[config.mk]
export PLATFORM = sky130hd
export DESIGN_NAME = mips_multicycle_control
export DESIGN_NICKNAME = d
export VERILOG_FILES = /design/src/rtl/mips_multicycle_control.sv
export SDC_FILE = /design/constraint.sdc
export NUM_CORES = 1
export LEC_CHECK = 0
export CORE_MARGIN = 2
export CORE_UTILIZATION = 41
export DETAILED_ROUTE_END_ITERATION = 10
export PLACE_DENSITY_LB_ADDON = 0.15
export RECOVER_POWER = 50
export SYNTH_ARGS = -nofsm -noshare
export SYNTH_HDL_FRONTEND = slang
export SYNTH_SLANG_ARGS = --single-unit
[constraint.sdc]
create_clock -name clk -period 3.5 [get_ports clk]
set_input_delay 0.7 -clock clk [delete_from_list [all_inputs] [get_ports clk]]
set_output_delay 0.7 -clock clk [all_outputs]
set_load 0.02 [all_outputs]
[src/rtl/mips_multicycle_control.sv]
// Multi-cycle main control FSM for the MIPS_32 core: sequences fetch, decode,
// execute, memory and writeback steps and drives the shared-ALU datapath controls.
module mips_multicycle_control (
   input  logic       clk,
   input  logic       reset,
   input  logic [5:0] opcode,
   input  logic       mem_ready,
   output logic       PCWrite,
   output logic       PCWriteCond,
   output logic       IorD,
   output logic       MemRead,
   output logic       MemWrite,
   output logic       IRWrite,
   output logic       MemtoReg,
   output logic       RegDst,
   output logic       RegWrite,
   output logic       ALUSrcA,
   output logic [1:0] ALUSrcB,
   output logic [1:0] ALUOp,
   output logic [1:0] PCSource,
   output logic       illegal_op,
   output logic [3:0] state
);

   localparam int unsigned ST_W = 4;
   localparam int unsigned OP_W = 6;

   localparam logic [OP_W-1:0] OP_RTYPE = 6'b000000;
   localparam logic [OP_W-1:0] OP_LW    = 6'b100011;
   localparam logic [OP_W-1:0] OP_SW    = 6'b101011;
   localparam logic [OP_W-1:0] OP_BEQ   = 6'b000100;
   localparam logic [OP_W-1:0] OP_J     = 6'b000010;
   localparam logic [OP_W-1:0] OP_ADDI  = 6'b001000;

   localparam logic [1:0] SRCB_REG  = 2'b00;
   localparam logic [1:0] SRCB_FOUR = 2'b01;
   localparam logic [1:0] SRCB_IMM  = 2'b10;
   localparam logic [1:0] SRCB_IMM2 = 2'b11;

   localparam logic [1:0] ALU_ADD   = 2'b00;
   localparam logic [1:0] ALU_SUB   = 2'b01;
   localparam logic [1:0] ALU_FUNCT = 2'b10;

   localparam logic [1:0] PCS_ALU    = 2'b00;
   localparam logic [1:0] PCS_ALUOUT = 2'b01;
   localparam logic [1:0] PCS_JUMP   = 2'b10;

   typedef enum logic [ST_W-1:0] {
      S_FETCH     = 4'd0,
      S_DECODE    = 4'd1,
      S_MEM_ADDR  = 4'd2,
      S_MEM_READ  = 4'd3,
      S_MEM_WB    = 4'd4,
      S_MEM_WRITE = 4'd5,
      S_EXECUTE   = 4'd6,
      S_ALU_WB    = 4'd7,
      S_BRANCH    = 4'd8,
      S_JUMP      = 4'd9,
      S_ADDI_EXEC = 4'd10,
      S_ADDI_WB   = 4'd11,
      S_ILLEGAL   = 4'd12
   } state_e;

   state_e state_q, state_d;

   always_ff @(posedge clk or posedge reset) begin
      if (reset) state_q <= S_FETCH;
      else       state_q <= state_d;
   end

   // Next state and Moore outputs; only FETCH's IRWrite/PCWrite look at mem_ready.
   always_comb begin
      state_d     = S_FETCH;
      PCWrite     = 1'b0;
      PCWriteCond = 1'b0;
      IorD        = 1'b0;
      MemRead     = 1'b0;
      MemWrite    = 1'b0;
      IRWrite     = 1'b0;
      MemtoReg    = 1'b0;
      RegDst      = 1'b0;
      RegWrite    = 1'b0;
      ALUSrcA     = 1'b0;
      ALUSrcB     = SRCB_REG;
      ALUOp       = ALU_ADD;
      PCSource    = PCS_ALU;
      illegal_op  = 1'b0;

      case (state_q)
         S_FETCH: begin
            MemRead = 1'b1;
            ALUSrcB = SRCB_FOUR;
            IRWrite = mem_ready;
            PCWrite = mem_ready;
            state_d = mem_ready ? S_DECODE : S_FETCH;
         end
         S_DECODE: begin
            ALUSrcB = SRCB_IMM2;
            case (opcode)
               OP_RTYPE:      state_d = S_EXECUTE;
               OP_LW, OP_SW:  state_d = S_MEM_ADDR;
               OP_BEQ:        state_d = S_BRANCH;
               OP_J:          state_d = S_JUMP;
               OP_ADDI:       state_d = S_ADDI_EXEC;
               default:       state_d = S_ILLEGAL;
            endcase
         end
         S_MEM_ADDR: begin
            ALUSrcA = 1'b1;
            ALUSrcB = SRCB_IMM;
            state_d = (opcode == OP_LW) ? S_MEM_READ : S_MEM_WRITE;
         end
         S_MEM_READ: begin
            MemRead = 1'b1;
            IorD    = 1'b1;
            state_d = mem_ready ? S_MEM_WB : S_MEM_READ;
         end
         S_MEM_WB: begin
            RegWrite = 1'b1;
            MemtoReg = 1'b1;
         end
         S_MEM_WRITE: begin
            MemWrite = 1'b1;
            IorD     = 1'b1;
            state_d  = mem_ready ? S_FETCH : S_MEM_WRITE;
         end
         S_EXECUTE: begin
            ALUSrcA = 1'b1;
            ALUOp   = ALU_FUNCT;
            state_d = S_ALU_WB;
         end
         S_ALU_WB: begin
            RegDst   = 1'b1;
            RegWrite = 1'b1;
         end
         S_BRANCH: begin
            ALUSrcA     = 1'b1;
            ALUOp       = ALU_SUB;
            PCWriteCond = 1'b1;
            PCSource    = PCS_ALUOUT;
         end
         S_JUMP: begin
            PCWrite  = 1'b1;
            PCSource = PCS_JUMP;
         end
         S_ADDI_EXEC: begin
            ALUSrcA = 1'b1;
            ALUSrcB = SRCB_IMM;
            state_d = S_ADDI_WB;
         end
         S_ADDI_WB: begin
            RegWrite = 1'b1;
         end
         S_ILLEGAL: begin
            illegal_op = 1'b1;
         end
         default: state_d = S_FETCH;
      endcase

      // Reset silences every enable, including FETCH's read request.
      if (reset) begin
         PCWrite     = 1'b0;
         PCWriteCond = 1'b0;
         IorD        = 1'b0;
         MemRead     = 1'b0;
         MemWrite    = 1'b0;
         IRWrite     = 1'b0;
         MemtoReg    = 1'b0;
         RegDst      = 1'b0;
         RegWrite    = 1'b0;
         ALUSrcA     = 1'b0;
         ALUSrcB     = SRCB_REG;
         ALUOp       = ALU_ADD;
         PCSource    = PCS_ALU;
         illegal_op  = 1'b0;
      end
   end

   assign state = reset ? ST_W'(0) : ST_W'(state_q);

endmodule

==> results.sh, run 1 <==
export IMPL_end_kind="primary output"
export IMPL_synth_top_area_share_pct=17.9
export IMPL_yosysMostFrequentCell="nor2_1"
export IMPL_fmaxAchievable_ghz=0.316
export IMPL_setup_viol=0
export IMPL_critical_path_arrival_ns=2.47
export IMPL_top_layer="met3"
export IMPL_grt_pass1_wl_mm=2.15
export IMPL_netlist_area_sq_um=561
export IMPL_drv_cap=0
export IMPL_overflow=0
export IMPL_cp_required_ns=2.80
export IMPL_clkSinkCount=4
export IMPL_grt_pass1_vias=497
export IMPL_finalCritPeriodShare_pct=90.5
export IMPL_synth_area_per_cell_sq_um=6.92
export IMPL_fin_nets=118
export IMPL_viasPerCell=5.51
export IMPL_cts_buffers=3
export IMPL_multiInputGateArea_sq_um=408
export IMPL_fillerInstances=120
export IMPL_pwr_share_comb_pct=61.2
export IMPL_fin_tns_setup_ns=0
export IMPL_grt_max_degree=19
export IMPL_grt_usage_pct=19.4
export IMPL_synth_area_leaders="dfrtp_1, nor2b_1, nor3_1, nor2_1, nand2b_1"
export IMPL_p_per_area_nw_per_um2=541
export IMPL_max_slew_margin_pct=66.1
export IMPL_io_pins=30
export IMPL_vdd_ir_drop_max_mv=0.481
export IMPL_seqCellArea_sq_um=100
export IMPL_p_clk_share_pct=12.7
export IMPL_yosys_top_cells_count="nor2_1, nor2b_1, nor3_1"
export IMPL_die_w_microns=41.0
export IMPL_cts_resized=0
export IMPL_antenna_left=0
export IMPL_initial_utilization_pct=43.6
export IMPL_layout_drive_gt1_share_pct=7.48
export IMPL_path_max_fanout=14
export IMPL_area_growth_pct=53.1
export IMPL_wl_met3_microns=72
export IMPL_start_kind="input pin"
export IMPL_cts_tree="yes"
export IMPL_netSwitchingFraction_pct=48.5
export IMPL_p_switching_w=0.000225
export IMPL_path_class="in -> out"
export IMPL_top_register="state_q"
export IMPL_route_met2_wl_microns=716
export IMPL_worstHoldPathType="reg -> reg"
export IMPL_clk_pin_slew_ns=0.04
export IMPL_die_h_microns=41.0
export IMPL_synth_top_area_cell="dfrtp_1"
export IMPL_synth_cell_types=33
export IMPL_finalCriticalPeriod_ns=3.17
export IMPL_ys_flop_type="dfrtp_1"
export IMPL_clock_latency_ns=0.24
export IMPL_post_cts_buffers=0
export IMPL_diodes=0
export IMPL_grt_setup_unrepaired="no"
export IMPL_via_count=672
export IMPL_seq_area_frac_synth_pct=17.9
export IMPL_dieArea_sq_um=1680
export IMPL_portBuffers=29
export IMPL_largest_register_ffs=4
export IMPL_initialDrtViolationCount=4
export IMPL_synth_edf_count=0
export IMPL_status="completed"
export IMPL_wirelength_met1_microns=644
export IMPL_top_regs="state_q: 4 flops"
export IMPL_cts_hold_buffers=0
export IMPL_skew_ns=0.00423
export IMPL_postRouteWirelength_mm=1.43
export IMPL_power_leakage_nw=0.344
export IMPL_synth_nets=90
export IMPL_ys_seq_elements=4
export IMPL_num_rows=13
export IMPL_hold_viol_final=0
export IMPL_p_int_w=0.000239
export IMPL_clockRootBuffer="clkbuf_4"
export IMPL_drc=0
export IMPL_firstDrtPassIters=4
export IMPL_setup_slack_ns=0.332
export IMPL_tightest_slew_ns=0.509
export IMPL_finalPower_w=0.000464
export IMPL_async_flop_share_pct=100
export IMPL_slew_viol_final=0
export IMPL_clk_path_buf_depth=2
export IMPL_synthCells=81
export IMPL_antenna_found_initial=0
export IMPL_power_frac_seq_pct=26.1
export IMPL_yosysWarnings=0
export IMPL_detailedPlacementHpwl_mm=1.08
export IMPL_gp_congestion=0.783
export IMPL_htreeDepth=1
export IMPL_avgRoutedWirePerCell_microns=11.7
export IMPL_place_ws_ns=0.437
export IMPL_coreArea_sq_um=1280
-- critical path: stages --
cell             delay (ns)
dlygate4sd3_1          0.58
buf_4                  0.20
nor4_1                 0.31
clkdlybuf4s50_1        0.68
-- area by class of cell --
type	count	area share, %
Timing Repair Buffer	30	34.7
Clock buffer	3	2.62
Tap cell	15	2.19
Inverter	3	1.31
Sequential cell	4	11.7
Multi-Input combinational cell	67	47.5
-- placed cells by master, fill, tap and decap left out, drive strengths merged, types with 2 or more instances in the layout --
cell type / n
nor4: 6
inv: 3
clkbuf: 3
nand2: 3
dfrtp: 4
and3: 4
o31ai: 2
nor2b: 7
nand2b: 5
a21oi: 5
nor2: 10
nor3: 7
o21ai: 4
dlygate4sd3: 9
clkdlybuf4s50: 20
-- power by group through the flow --
stage / logic (W) / registers [W] / clock network, W
floorplan: 0.000235 / 0.0000751 / 0
global placement: 0.000288 / 0.000122 / 0
detailed placement: 0.000291 / 0.000122 / 0
CTS: 0.000292 / 0.000121 / 0.0000612
global route: 0.000313 / 0.000128 / 0.0000678
finish: 0.000284 / 0.000121 / 0.0000587
-- per-stage QoR --
step                cell area (sq um)  utilization, %  instances  hold WS [ns]
floorplan                         561               -         81         0.471
global placement                  836            65.0        119         0.769
detailed placement                836            65.0        119         0.768
CTS                               858            66.8        122         0.774
global route                      858            66.8        122         0.834
finish                            858            66.8        122         0.769
-- final timing paths --
kind / startpoint / to / slack (ns) / cells past startpoint
max in group asynchronous: reset / state_q[0]$_DFF_PP0_ / 2.29 / 3
min in group asynchronous: reset / state_q[3]$_DFF_PP0_ / 1.05 / 3
hold / removal: state_q[2]$_DFF_PP0_ / state_q[3]$_DFF_PP0_ / 0.77 / 1
setup reg to reg: state_q[1]$_DFF_PP0_ / state_q[0]$_DFF_PP0_ / 1.92 / 4
setup / recovery: reset / PCSource[0] / 0.33 / 4
hold reg to reg: state_q[2]$_DFF_PP0_ / state_q[3]$_DFF_PP0_ / 0.77 / 1
-- logic make-up (layout without fill, tap and decap cells) --
group                     count (synthesis)  count (layout)  synth area share, %
DFF                                       4               4                 17.9
xor gates and xnor gates                  1               1                 1.56
AOI/OAI and AO/OA                        18              18                 21.2
buffers and inverters                    10              36                 9.37
and+or+nand+nor                          48              48                 50.0
-- layer usage --
layer  vias to the layer above  global-route usage [%]
met1                       305                    25.5
met3                         0                    6.52
li1                        349                       -
met4                         0                    5.00
met2                        18                    30.1
met5                         -                       0
Power figures use the tool's default switching activity.
==> run 2, diff against run 1 <==
CORE_MARGIN = 3   (was 2)
==> run 2 against run 1 <==
Sequential cell count stayed put. Final cell count is 0.82% lower. Via count stayed put. Total power is 0.51% higher. Worst setup slack better by 0.0076 ns. Combinational power hardly changed. Wire length is 4.4% higher. Highest routed layer unchanged.
==> results.sh, run 2 (synthesis results as in run 1) <==
export IMPL_pwr_share_comb_pct=61.4
export IMPL_fmaxAchievable_ghz=0.316
export IMPL_cp_required_ns=2.80
export IMPL_coreArea_sq_um=1190
export IMPL_fin_tns_setup_ns=0
export IMPL_utilization_pct=72.3
export IMPL_detailedPlacementHpwl_mm=1.14
export IMPL_p_switching_w=0.000228
export IMPL_initialDrtViolationCount=17
export IMPL_layout_drive_gt1_share_pct=7.48
export IMPL_top_regs="state_q: 4 flops"
export IMPL_tightest_slew_ns=0.524
export IMPL_path_cells="dlygate4sd3_1 > buf_4 > nor4_1 > clkdlybuf4s50_1"
export IMPL_final_common_cell="clkdlybuf4s50_1"
export IMPL_cts_resized=0
export IMPL_drv_cap=0
export IMPL_finalCritPeriodShare_pct=90.3
export IMPL_io_pins=30
export IMPL_overflow=0
export IMPL_end_kind="primary output"
export IMPL_largest_register_ffs=4
export IMPL_dieArea_sq_um=1850
export IMPL_die_w_microns=43.0
export IMPL_path_max_fanout=15
export IMPL_power_leakage_nw=0.344
export IMPL_grt_setup_unrepaired="no"
export IMPL_slowest_delay_ns=0.67
export IMPL_grt_pass1_wl_mm=2.59
export IMPL_netSwitchingFraction_pct=48.8
export IMPL_initial_utilization_pct=47.3
export IMPL_vdd_ir_drop_max_mv=0.541
export IMPL_hold_viol_final=0
export IMPL_cts_buffers=3
export IMPL_p_per_area_nw_per_um2=544
export IMPL_viasPerCell=5.55
export IMPL_via_count=672
export IMPL_clk_pin_slew_ns=0.04
export IMPL_htreeDepth=1
export IMPL_die_h_microns=43.0
export IMPL_fin_nets=118
export IMPL_setup_viol=0
export IMPL_clock_latency_ns=0.24
export IMPL_clockRootBuffer="clkbuf_4"
export IMPL_clk_path_buf_depth=2
export IMPL_antenna_found_initial=0
export IMPL_p_clk_share_pct=12.5
export IMPL_grt_usage_pct=17.9
export IMPL_diodes=0
export IMPL_place_ws_ns=0.457
export IMPL_slowest_stage="clkdlybuf4s50_1"
export IMPL_max_slew_margin_pct=65.0
export IMPL_avgRoutedWirePerCell_microns=12.4
export IMPL_power_frac_seq_pct=26.1
export IMPL_path_class="in -> out"
export IMPL_grt_pass1_vias=592
export IMPL_grt_max_degree=19
export IMPL_top_register="state_q"
export IMPL_portBuffers=29
export IMPL_setup_slack_ns=0.339
export IMPL_gp_congestion=0.795
export IMPL_finalCriticalPeriod_ns=3.16
export IMPL_num_rows=12
export IMPL_slew_viol_final=0
export IMPL_worstHoldPathType="reg -> reg"
export IMPL_clkSinkCount=4
export IMPL_p_int_w=0.000239
export IMPL_postRouteWirelength_mm=1.50
export IMPL_area_growth_pct=52.9
export IMPL_status="completed"
export IMPL_post_cts_buffers=0
export IMPL_antenna_left=0
export IMPL_firstDrtPassIters=4
export IMPL_cts_tree="yes"
export IMPL_cts_hold_buffers=0
export IMPL_skew_ns=0.00688
export IMPL_mostFrequentLayoutCells="clkdlybuf4s50_1, dlygate4sd3_1, nor2_1, nor2b_1, nor3_1"
export IMPL_drc=0
export IMPL_critical_path_arrival_ns=2.46
export IMPL_start_kind="input pin"
==> run 2: changes by cell type in the layout (fill, tap and decap cells not counted), sizes merged <==
cell and delta:
clkdlybuf4s50 -1, dlygate4sd3 +1
==> run 2: power by group through the flow <==
stage / Clock, W / Combinational, W / Sequential (W)
after floorplan: 0 / 0.000235 / 0.0000751
after global placement: 0 / 0.000289 / 0.000121
after detailed placement: 0 / 0.000293 / 0.000121
after CTS: 0.0000599 / 0.000294 / 0.000121
after global routing: 0.0000692 / 0.000312 / 0.000129
final: 0.0000584 / 0.000286 / 0.000122
==> run 2: worst paths after layout <==
path | from | depth (start not counted) | slack (ns) | endpoint
setup reg to reg | state_q[1]$_DFF_PP0_ | 4 | 1.92 | state_q[0]$_DFF_PP0_
hold reg to reg | state_q[2]$_DFF_PP0_ | 1 | 0.77 | state_q[3]$_DFF_PP0_
hold / removal | state_q[2]$_DFF_PP0_ | 1 | 0.77 | state_q[3]$_DFF_PP0_
setup / recovery | reset | 4 | 0.34 | PCSource[0]
min in group asynchronous | reset | 3 | 1.04 | state_q[3]$_DFF_PP0_
max in group asynchronous | reset | 3 | 2.29 | state_q[0]$_DFF_PP0_
==> run 2: metal layers <==
layer	track usage [%]	share of wire, %	vias to the layer above
met5	0	0	-
met4	3.61	0	0
met3	6.36	7.2	0
met2	29.3	47	27
met1	22.4	45	297
li1	-	-	348
==> run 2: cell type report <==
type                            instances  area, sq um
Fill cell                             108          329
Clock buffer                            3         22.5
Inverter                                3         11.3
Sequential cell                         4          100
Multi-Input combinational cell         67          408
Tap cell                               14         17.5
Timing Repair Buffer                   30          298
==> run 2: through the flow <==
stage / hold WS, ns / instance area (sq um) / power (W) / instances
global placement: 0.749 / 835 / 0.000410 / 118
finish: 0.769 / 857 / 0.000466 / 121
CTS: 0.759 / 857 / 0.000474 / 121
detailed placement: 0.745 / 835 / 0.000414 / 118
global route: 0.807 / 857 / 0.000510 / 121
floorplan: 0.471 / 561 / 0.000310 / 81
==> run 2: worst max-delay path, delay by kind of cell <==
family                 cells  cell delay, ns
buffers and inverters      3            1.44
AND/OR/NAND/NOR            1            0.32
==> run 3, diff against run 2 <==
clock period = 4.1 ns   (was 3.5 ns; I/O delays follow)
==> run 3 against run 2 <==
Clock-buffer cell count did not move. Sequential power shrank 15%. Core utilization is 0.63 points lower. Worst hold slack worse by 0.011 ns. Sequential cell count is the same. Highest routed layer is now met4.
==> results.sh, run 3 (synthesis results as in run 1) <==
export IMPL_status="completed"
export IMPL_area_growth_pct=51.6
export IMPL_cts_resized=0
export IMPL_path_class="in -> out"
export IMPL_setup_viol=0
export IMPL_antenna_found_initial=0
export IMPL_finalCritPeriodShare_pct=86.6
export IMPL_wl_met3_microns=117
export IMPL_fmaxAchievable_ghz=0.282
export IMPL_fillerInstances=109
export IMPL_htreeDepth=1
export IMPL_cp_required_ns=3.28
export IMPL_hold_end="state_q[3]$_DFF_PP0_"
export IMPL_clk_path_buf_depth=2
export IMPL_fin_tns_setup_ns=0
export IMPL_final_area_sq_um=850
export IMPL_power_leakage_nw=0.341
export IMPL_top_register="state_q"
export IMPL_die_h_microns=43.0
export IMPL_fin_nets=117
export IMPL_critical_path_arrival_ns=2.73
export IMPL_placed_cell_area_sq_um=827
export IMPL_path_max_fanout=16
export IMPL_clockRootBuffer="clkbuf_4"
export IMPL_finalCriticalPeriod_ns=3.55
export IMPL_worstHoldPathType="reg -> reg"
export IMPL_cts_buffers=3
export IMPL_cts_tree="yes"
export IMPL_end_kind="primary output"
export IMPL_grt_pass1_wl_mm=2.50
export IMPL_firstDrtPassIters=4
export IMPL_slowest_stage="dlygate4sd3_1"
export IMPL_multiInputGateArea_sq_um=408
export IMPL_cts_hold_buffers=0
export IMPL_vdd_ir_drop_max_mv=0.319
export IMPL_final_instance_count_excl_fill=120
export IMPL_placed_cells=117
export IMPL_route_met2_wl_microns=700
export IMPL_final_common_cell="clkdlybuf4s50_1"
export IMPL_via_count=692
export IMPL_max_slew_margin_pct=63.0
export IMPL_drc=0
export IMPL_path_cells="dlygate4sd3_1 > nor4_2 > nor3b_2 > or2_1 > clkdlybuf4s50_1"
export IMPL_antenna_left=0
export IMPL_detailedPlacementHpwl_mm=1.14
export IMPL_post_cts_buffers=0
export IMPL_r2r_start="state_q[1]$_DFF_PP0_"
export IMPL_tightest_slew_ns=0.554
export IMPL_layout_drive_gt1_share_pct=6.60
export IMPL_portBuffers=29
export IMPL_rrSetupSlack_ns=2.48
export IMPL_reg2reg_to="state_q[0]$_DFF_PP0_"
export IMPL_hold_depth=1
export IMPL_top_regs="state_q: 4 flops"
export IMPL_diodes=0
export IMPL_grt_pass1_vias=566
export IMPL_seqCellArea_sq_um=100
export IMPL_hold_start="state_q[2]$_DFF_PP0_"
export IMPL_skew_ns=0.00307
export IMPL_reg2reg_depth=4
export IMPL_gp_congestion=0.834
export IMPL_drv_cap=0
export IMPL_dieArea_sq_um=1850
export IMPL_slowest_delay_ns=0.75
export IMPL_top_layer="met4"
export IMPL_wirelength_met1_microns=679
export IMPL_hold_viol_final=0
export IMPL_start_kind="input pin"
export IMPL_slew_viol_final=0
export IMPL_grt_usage_pct=17.4
export IMPL_viasPerCell=5.77
export IMPL_grt_setup_unrepaired="no"
export IMPL_initial_utilization_pct=47.3
export IMPL_initialDrtViolationCount=11
export IMPL_avgRoutedWirePerCell_microns=12.6
export IMPL_clkSinkCount=4
export IMPL_clk_pin_slew_ns=0.04
export IMPL_die_w_microns=43.0
export IMPL_mostFrequentLayoutCells="clkdlybuf4s50_1, nor2_1, dlygate4sd3_1, nor2b_1, nor3_1"
export IMPL_clock_latency_ns=0.24
export IMPL_coreArea_sq_um=1190
export IMPL_io_pins=30
export IMPL_largest_register_ffs=4
export IMPL_overflow=0
export IMPL_hold_ws_ns=0.758
export IMPL_grt_max_degree=19
export IMPL_postRouteWirelength_mm=1.51
export IMPL_num_rows=12
export IMPL_p_per_area_nw_per_um2=473
## run 3: per-stage QoR
step	setup WS, ns	util [%]	power, W
after CTS	0.553	71.6	0.000405
after floorplan	1.24	-	0.000265
final	0.551	71.6	0.000402
after global routing	0.386	71.6	0.000432
after global placement	0.608	69.7	0.000351
after detailed placement	0.556	69.7	0.000354
## run 3: routing by layer
layer	vias to the layer above	global-route usage, %
met2	35	28.1
li1	350	-
met4	0	3.61
met3	3	5.08
met1	304	22.6
met5	-	0
## run 3: how the worst max path moves through the flow
stage               start          end  slack, ns  cells past startpoint
finish              reset      PCWrite       0.55                      5
CTS                 reset      PCWrite       0.55                      5
global route        reset      PCWrite       0.39                      5
detailed placement  reset      PCWrite       0.56                      5
floorplan           reset  PCSource[0]       1.24                      3
global placement    reset      PCWrite       0.61                      5
## run 3: where the power goes
part | internal [W] | leakage (nW) | switching [W] | total, W
combinational | 0.000120 | 0.274 | 0.000127 | 0.000247
sequential | 0.0000515 | 0.0524 | 0.0000530 | 0.000104
clock | 0.0000328 | 0.0138 | 0.0000177 | 0.0000505
## run 3: layout make-up
cell class | count | share of cell area (%)
multi-input cells | 67 | 48.0
repair buffers | 29 | 34.2
flip-flops and latches | 4 | 11.8
clock buffers | 3 | 2.65
well taps | 14 | 2.06
inverters | 3 | 1.33
## run 3: critical path, delay by kind of cell
| family | cells | cell delay [ns] |
|---|---|---|
| buffers and inverters | 2 | 1.34 |
| AND/OR/NAND/NOR | 3 | 0.57 |
